**config.mk**
```make
export PLATFORM = sky130hd
export DESIGN_NAME = board_game_ctrl
export DESIGN_NICKNAME = d
export VERILOG_FILES = /design/src/rtl/board_pkg.sv /design/src/rtl/board_line_scan.sv /design/src/rtl/board_game_ctrl.sv
export SDC_FILE = /design/constraint.sdc
export NUM_CORES = 1
export LEC_CHECK = 0
export BUFFER_PORTS_ARGS = -buffer_cell sky130_fd_sc_hd__buf_2
export CORE_ASPECT_RATIO = 0.75
export CORE_MARGIN = 5
export CORE_UTILIZATION = 55
export DETAILED_ROUTE_END_ITERATION = 7
export PLACE_DENSITY = 0.82
export SYNTH_ARGS = -nofsm -noshare
export SYNTH_HDL_FRONTEND = slang
export SYNTH_SLANG_ARGS = --single-unit
```
**constraint.sdc**
```tcl
create_clock -name clk -period 5.6 [get_ports clk]
set_clock_uncertainty 0.2 [all_clocks]
set_input_delay 0.28 -clock clk [delete_from_list [all_inputs] [get_ports clk]]
set_output_delay 0.28 -clock clk [all_outputs]
set_load 0.02 [all_outputs]
```
**src/rtl/board_pkg.sv**
```systemverilog
// Shared types and constants for the board-game controller and its line scanner.
package board_pkg;

  typedef enum logic [1:0] {ST_PLAY, ST_SCAN, ST_OVER} state_t;

  // Scan directions, visited in declaration order.
  typedef enum logic [1:0] {DIR_E, DIR_S, DIR_SE, DIR_SW} dir_t;

  // Row / column step for each direction (indexed by dir_t).
  localparam logic signed [1:0] STEP_R [4] = '{2'sd0, 2'sd1, 2'sd1,  2'sd1};
  localparam logic signed [1:0] STEP_C [4] = '{2'sd1, 2'sd0, 2'sd1, -2'sd1};

  localparam int CELL_EMPTY = 0;

  // Cycles a full scan takes: 4 directions x 2 sides x (win_len-1) steps.
  function automatic int scan_cycles(input int win_len);
    return 8 * (win_len - 1);
  endfunction

endpackage

```
**src/rtl/board_line_scan.sv**
```systemverilog
// Sequential line scanner: walks E, S, SE, SW out from the placed cell, one
// probe per cycle, and reports whether any direction holds a winning run.
module board_line_scan
  import board_pkg::*;
#(
  parameter int ROWS    = 4,
  parameter int COLS    = 4,
  parameter int WIN_LEN = 4,
  parameter int CELL_W  = 2
) (
  input  logic                        clk,
  input  logic                        rst,
  input  logic                        start,
  input  logic [ROWS*COLS*CELL_W-1:0] board,
  input  logic [7:0]                  origin,
  input  logic [CELL_W-1:0]           code,
  output logic                        done,
  output logic                        win
);

  // Probe coordinates wander up to WIN_LEN-1 cells off the board.
  localparam int CW    = 6;
  localparam int RUN_W = 6;
  // Steps taken on each side of the origin.
  localparam logic [3:0] LAST_STEP = 4'(scan_cycles(WIN_LEN) / 8);

  logic                  active, neg, stopped, win_acc;
  dir_t                  dir, dir_nx;
  logic [3:0]            step;
  logic [RUN_W-1:0]      run, run_next;
  logic signed [CW-1:0]  pr, pc;
  logic signed [CW-1:0]  org_r, org_c;
  logic signed [CW-1:0]  dr, dc, dr_nx, dc_nx;
  logic                  in_bounds, match, last_step, dir_win;
  logic [7:0]            probe_idx;
  logic [CELL_W-1:0]     probe_cell;

  assign org_r = CW'(int'(origin) / COLS);
  assign org_c = CW'(int'(origin) % COLS);

  assign dir_nx = dir_t'(dir + 2'd1);
  assign dr     = CW'(STEP_R[dir]);
  assign dc     = CW'(STEP_C[dir]);
  assign dr_nx  = CW'(STEP_R[dir_nx]);
  assign dc_nx  = CW'(STEP_C[dir_nx]);

  // Probe lookup, run accumulation and end-of-scan decode.
  always_comb begin
    in_bounds  = !pr[CW-1] && (pr < CW'(ROWS)) && !pc[CW-1] && (pc < CW'(COLS));
    probe_idx  = in_bounds ? 8'(int'(pr) * COLS + int'(pc)) : 8'd0;
    probe_cell = board[int'(probe_idx)*CELL_W +: CELL_W];
    match      = in_bounds && !stopped && (probe_cell == code);
    run_next   = run + RUN_W'(match);
    last_step  = (step == LAST_STEP);
    dir_win    = last_step && neg && (run_next >= RUN_W'(WIN_LEN));
    done       = active && last_step && neg && (dir == DIR_SW);
    win        = win_acc || dir_win;
  end

  // Walk state: direction, side, step count, probe position and run length.
  always_ff @(posedge clk) begin
    if (rst) begin
      active  <= 1'b0;
      dir     <= DIR_E;
      neg     <= 1'b0;
      step    <= 4'd1;
      stopped <= 1'b0;
      run     <= RUN_W'(1);
      win_acc <= 1'b0;
      pr      <= '0;
      pc      <= '0;
    end else if (start) begin
      active  <= 1'b1;
      dir     <= DIR_E;
      neg     <= 1'b0;
      step    <= 4'd1;
      stopped <= 1'b0;
      run     <= RUN_W'(1);
      win_acc <= 1'b0;
      pr      <= org_r + CW'(STEP_R[DIR_E]);
      pc      <= org_c + CW'(STEP_C[DIR_E]);
    end else if (active) begin
      run <= run_next;
      if (!match) stopped <= 1'b1;
      if (!last_step) begin
        step <= step + 4'd1;
        pr   <= neg ? pr - dr : pr + dr;
        pc   <= neg ? pc - dc : pc + dc;
      end else if (!neg) begin
        // Positive side finished: restart from the origin going backwards.
        neg     <= 1'b1;
        step    <= 4'd1;
        stopped <= 1'b0;
        pr      <= org_r - dr;
        pc      <= org_c - dc;
      end else begin
        // Direction finished: latch its verdict and move to the next one.
        win_acc <= win_acc | dir_win;
        neg     <= 1'b0;
        step    <= 4'd1;
        stopped <= 1'b0;
        run     <= RUN_W'(1);
        if (dir == DIR_SW) begin
          active <= 1'b0;
        end else begin
          dir <= dir_nx;
          pr  <= org_r + dr_nx;
          pc  <= org_c + dc_nx;
        end
      end
    end
  end

endmodule

```
**src/rtl/board_game_ctrl.sv**
```systemverilog
// Game-board controller: cursor, placement, turn order and win/draw detection.
// Optional build macro CURSOR_SKIP_EN: move jumps to the next empty cell.
module board_game_ctrl
  import board_pkg::*;
#(
  parameter int ROWS        = 4,
  parameter int COLS        = 4,
  parameter int NUM_PLAYERS = 2,
  parameter int WIN_LEN     = 4,
  parameter int CELL_W      = $clog2(NUM_PLAYERS + 1)
) (
  input  logic                        clk,
  input  logic                        rst,
  input  logic                        move,
  input  logic                        select,
  output logic [ROWS*COLS*CELL_W-1:0] cells,
  output logic [7:0]                  cursor,
  output logic [2:0]                  player,
  output logic [7:0]                  counter,
  output logic                        busy,
  output logic                        invalid,
  output logic                        game_over,
  output logic [CELL_W-1:0]           winner,
  output logic                        draw
);

  localparam int         NCELLS      = ROWS * COLS;
  localparam logic [7:0] LAST_CELL   = 8'(NCELLS - 1);
  localparam logic [2:0] LAST_PLAYER = 3'(NUM_PLAYERS - 1);

  state_t                      state, state_n;
  logic [ROWS*COLS*CELL_W-1:0] cells_n;
  logic [7:0]                  cursor_n, counter_n, cursor_adv;
  logic [2:0]                  player_n;
  logic                        busy_n, invalid_n, game_over_n, draw_n;
  logic [CELL_W-1:0]           winner_n, code, cur_cell;
  logic                        scan_start, scan_done, scan_win;

  assign code     = CELL_W'(player + 3'd1);
  assign cur_cell = cells[int'(cursor)*CELL_W +: CELL_W];

  board_line_scan #(
    .ROWS(ROWS), .COLS(COLS), .WIN_LEN(WIN_LEN), .CELL_W(CELL_W)
  ) u_scan (
    .clk    (clk),
    .rst    (rst),
    .start  (scan_start),
    .board  (cells_n),
    .origin (cursor),
    .code   (code),
    .done   (scan_done),
    .win    (scan_win)
  );

`ifdef CURSOR_SKIP_EN
  // Next empty cell after the cursor, row-major with wrap; stay put if none.
  always_comb begin
    int   idx;
    logic found;
    idx        = 0;
    found      = 1'b0;
    cursor_adv = cursor;
    for (int k = 1; k < NCELLS; k++) begin
      idx = (int'(cursor) + k) % NCELLS;
      if (!found && cells[idx*CELL_W +: CELL_W] == CELL_W'(CELL_EMPTY)) begin
        cursor_adv = 8'(idx);
        found      = 1'b1;
      end
    end
  end
`else
  // Plain increment with wrap.
  assign cursor_adv = (cursor == LAST_CELL) ? 8'd0 : cursor + 8'd1;
`endif

  // Next-state and next-output decode.
  always_comb begin
    state_n     = state;
    cells_n     = cells;
    cursor_n    = cursor;
    player_n    = player;
    counter_n   = counter;
    busy_n      = busy;
    invalid_n   = 1'b0;
    game_over_n = game_over;
    winner_n    = winner;
    draw_n      = draw;
    scan_start  = 1'b0;
    case (state)
      ST_PLAY: begin
        // select has priority; a simultaneous move is dropped.
        if (select) begin
          if (cur_cell == CELL_W'(CELL_EMPTY)) begin
            cells_n[int'(cursor)*CELL_W +: CELL_W] = code;
            counter_n  = counter + 8'd1;
            busy_n     = 1'b1;
            scan_start = 1'b1;
            state_n    = ST_SCAN;
          end else begin
            invalid_n = 1'b1;
          end
        end else if (move) begin
          cursor_n = cursor_adv;
        end
      end
      ST_SCAN: begin
        if (scan_done) begin
          busy_n = 1'b0;
          if (scan_win) begin
            winner_n    = code;
            game_over_n = 1'b1;
            state_n     = ST_OVER;
          end else if (counter == 8'(NCELLS)) begin
            draw_n      = 1'b1;
            game_over_n = 1'b1;
            state_n     = ST_OVER;
          end else begin
            player_n = (player == LAST_PLAYER) ? 3'd0 : player + 3'd1;
            state_n  = ST_PLAY;
          end
        end
      end
      ST_OVER: begin
        if (select) begin
          cells_n     = '0;
          cursor_n    = 8'd0;
          player_n    = 3'd0;
          counter_n   = 8'd0;
          game_over_n = 1'b0;
          winner_n    = '0;
          draw_n      = 1'b0;
          state_n     = ST_PLAY;
        end
      end
      default: state_n = ST_PLAY;
    endcase
  end

  // State register.
  always_ff @(posedge clk) begin
    if (rst) state <= ST_PLAY;
    else     state <= state_n;
  end

  // Registered outputs.
  always_ff @(posedge clk) begin
    if (rst) begin
      cells     <= '0;
      cursor    <= 8'd0;
      player    <= 3'd0;
      counter   <= 8'd0;
      busy      <= 1'b0;
      invalid   <= 1'b0;
      game_over <= 1'b0;
      winner    <= '0;
      draw      <= 1'b0;
    end else begin
      cells     <= cells_n;
      cursor    <= cursor_n;
      player    <= player_n;
      counter   <= counter_n;
      busy      <= busy_n;
      invalid   <= invalid_n;
      game_over <= game_over_n;
      winner    <= winner_n;
      draw      <= draw_n;
    end
  end

endmodule

```
==> results.yml <==
outcome:
  run_status: "finished, violations left"
  violations: "negative setup slack"
sta:
  relSlewSlack: 0.274
  period_share: 1.03
  period_minus_slack_ns: 5.78
  fmax_ghz: 0.173
  slew_viol_final: 0
  whs_ns: 0.257
  setup_viol: 6
  grt_setup_unrepaired: "yes"
  finalWorstSetupSlack_ns: -0.179
  worstMarginPinSlew_ns: 1.08
  hold_viol_final: 0
pwr:
  power_switching_uw: 641
  p_int_mw: 1.15
  vdd_drop_max_v: 0.000162
  p_leak_nw: 3.56
  p_seq_frac: 0.372
  combPwrFrac: 0.286
  swShare: 0.358
  clkPwrFrac: 0.342
  powerDensity_nw_per_um2: 208
route:
  drt_iter0_drc: 1077
  drt_pass1_iterations: 6
  num_vias: 7591
  viasPerCell: 6.47
  wl_per_cell_um: 21.5
  detail-route-antenna-nets: 0
  drc: 0
  drt-total-wl_um: 25200
layout:
  final_common_cell: "buf_4"
  drive_gt1_frac: 0.292
  num_antenna_cells: 0
  layout_common_cells: "121 x buf_4, 118 x nor2_1, 84 x dfxtp_1, 79 x nand2_1, 60 x buf_2"
  multiInputGateArea_um2: 4910
  final_cell_area_um2: 8600
  utilization: 0.738
  fin_nets: 1051
  instances_no_fill: 1174
  n_fill_cell: 906
  syn_to_final_growth_pct: 30.3
  regArea_um2: 1750
synthesis:
  ys_seq_elements: 87
  synthFlopType: "dfxtp_1"
  ys_async_sr_fraction: 0
  syn_nets: 901
  synth.area.top_cells: "dfxtp_1 26%, nor2_1 6.8%, ha_1 6.6%"
  netlist_area_um2: 6600
  yosysSeqAreaShare: 0.264
  synth_cell_type_count: 82
  synth_edf_count: 0
  yosysWarnings: 0
  synth_top_area_frac: 0.264
  syn_avg_cell_area_um2: 7.70
  synth_cells: 857
  yosysTopAreaCell: "dfxtp_1"
global_routing:
  grt_max_degree: 62
  grt_busiest_layer: "met1"
  grt_overflow_total: 0
  antenna_found_initial: 1
  grt_util_all_layers: 0.333
  grtUsageMet2: 0.455
  globalRouteMet3Util: 0.129
  grt_pass1_vias: 6826
  grt_first_pass_wirelength_um: 37800
  grt_use_met1: 0.490
cts:
  clock_path_buffers: 2
  clk_pin_slew_ns: 0.07
  insertion_delay_ns: 0.36
  numCtsBuffers: 9
  ctsHoldBuffers: 0
  cts_tree: "built"
  cts_sinks: 87
  cts-root-buf: "clkbuf_16"
  htree_levels: 3
setup_path:
  startpoint: "cursor[0]"
  reg2reg_to: "player[0]"
  start_kind: "flop"
  required_ns: 5.69
  end_kind: "flop"
  crit_type: "flop to flop"
  r2r_slack_ns: -0.18
  reg2reg_from: "cursor[0]"
  ff2ff_path_depth: 27
  cp-endpoint: "player[0]"
  arrival_ns: 5.87
  crit_fanout: 7
min_path:
  hold_path_class: "flop to flop"
die:
  die_w_um: 137
  die_h_um: 105
  start_util: 0.566
  rows: 34
  io_pins: 61
  dieArea_um2: 14300
  core_um2: 11700
placed_design:
  dp.final_hpwl_um: 18300
  place.gp.congestion: 1.07
  dp.cells: 1147
  io_buffers: 60
  placed_area_um2: 7820
job:
  drv_cap: 0
[layer usage]
layer	vias up	wire length, µm
li1	3408	-
met3	83	3560
met5	-	13
met1	3540	10600
met4	2	655
met2	558	10300
[cell usage after synthesis, drive strengths merged (7+ instances only)]
cell / number
a21o: 16
a211oi: 25
mux2: 7
nand2b: 14
mux2i: 20
or2: 8
ha: 35
nand2: 83
a21oi: 55
buf: 9
xnor2: 17
o21ai: 28
nor3: 29
nor2b: 17
and2: 9
or3: 9
nand3: 24
dfxtp: 87
clkbuf: 40
inv: 33
nor2: 119
xor2: 14
nor4: 8
o211ai: 16
or4: 7
and3: 13
a31oi: 13
nand4: 7
[cells by family after synthesis]
| logic type | share of synthesized area |
|---|---|
| fa+ha+maj | 0.0815 |
| xor+xnor | 0.0411 |
| mux | 0.0423 |
| simple gates | 0.280 |
| compound gates | 0.241 |
| buf+inv | 0.0508 |
| flops | 0.264 |
[stage by stage]
step	total power, mW	TNS [ns]	setup slack [ns]
after global routing	1.84	-2.23	-0.432
after CTS	1.73	-0.000738	-0.000738
after global placement	1.12	-0.124	-0.0690
final	1.79	-0.474	-0.179
after detailed placement	1.13	-1.15	-0.316
after floorplan	0.960	0	0.0155
[worst min-delay path by stage]
stage                       start             to  slack (ns)  cells after the start
floorplan           u_scan.run[0]  u_scan.run[0]        0.25                      2
global placement        game_over      game_over        0.24                      2
detailed placement      game_over      game_over        0.25                      2
CTS                          move      cursor[0]        0.25                      5
global route            game_over      game_over        0.29                      2
finish                  game_over      game_over        0.26                      2
[worst max-delay path, cell delays in order (launching register included)]
cell and delay [ns]:
dfxtp_4 0.39, inv_1 0.10, ha_2 0.25, buf_4 0.15
nor2b_2 0.17, a41oi_2 0.15, buf_4 0.20, a31oi_2 0.23
inv_1 0.13, a211oi_4 0.25, mux2i_2 0.33, a211oi_2 0.16
o41a_1 0.45, a211oi_2 0.25, xnor2_1 0.12, a211oi_2 0.20
ha_2 0.22, and3_4 0.19, and3_4 0.19, a22o_1 0.15
nand3_1 0.11, a31oi_2 0.25, nand2b_4 0.19, nand2_4 0.06
a21oi_4 0.17, nand2_2 0.09, mux2_2 0.26, nor2_1 0.10
[flip-flops by register name (all words and copies together) (netlist names)]
signal and cells:
u_scan.step 4, u_scan.active 1, player 3, u_scan.pc 6, busy 1, invalid 1
game_over 1, u_scan.stopped 1, u_scan.pr 6, draw 1, state 2, u_scan.neg 1
counter 8, u_scan.run 6, cells 32, winner 2, u_scan.win_acc 1, cursor 8
u_scan.dir 2
[power groups by stage]
stage	Combinational [mW]	Clock [mW]	Sequential (mW)
after floorplan	0.287	0	0.673
after global placement	0.442	0	0.677
after detailed placement	0.447	0	0.678
after CTS	0.457	0.609	0.664
after global routing	0.543	0.632	0.669
final	0.512	0.613	0.666
[cell type report]
| type | instances | area share |
|---|---|---|
| Multi-Input combinational cell | 688 | 0.571 |
| Sequential cell | 87 | 0.203 |
| Timing Repair Buffer | 188 | 0.154 |
| Clock buffer | 9 | 0.0262 |
| Tap cell | 162 | 0.0236 |
| Inverter | 33 | 0.0144 |
| Clock inverter | 7 | 0.00727 |
[timing repair]
item,in CTS,in global routing
endpoints found under the setup margin,7,8
cloned,0,1
gates resized for setup,13,64
pin swaps,1,25
setup buffers,1,9
Power figures use the tool's default switching activity.
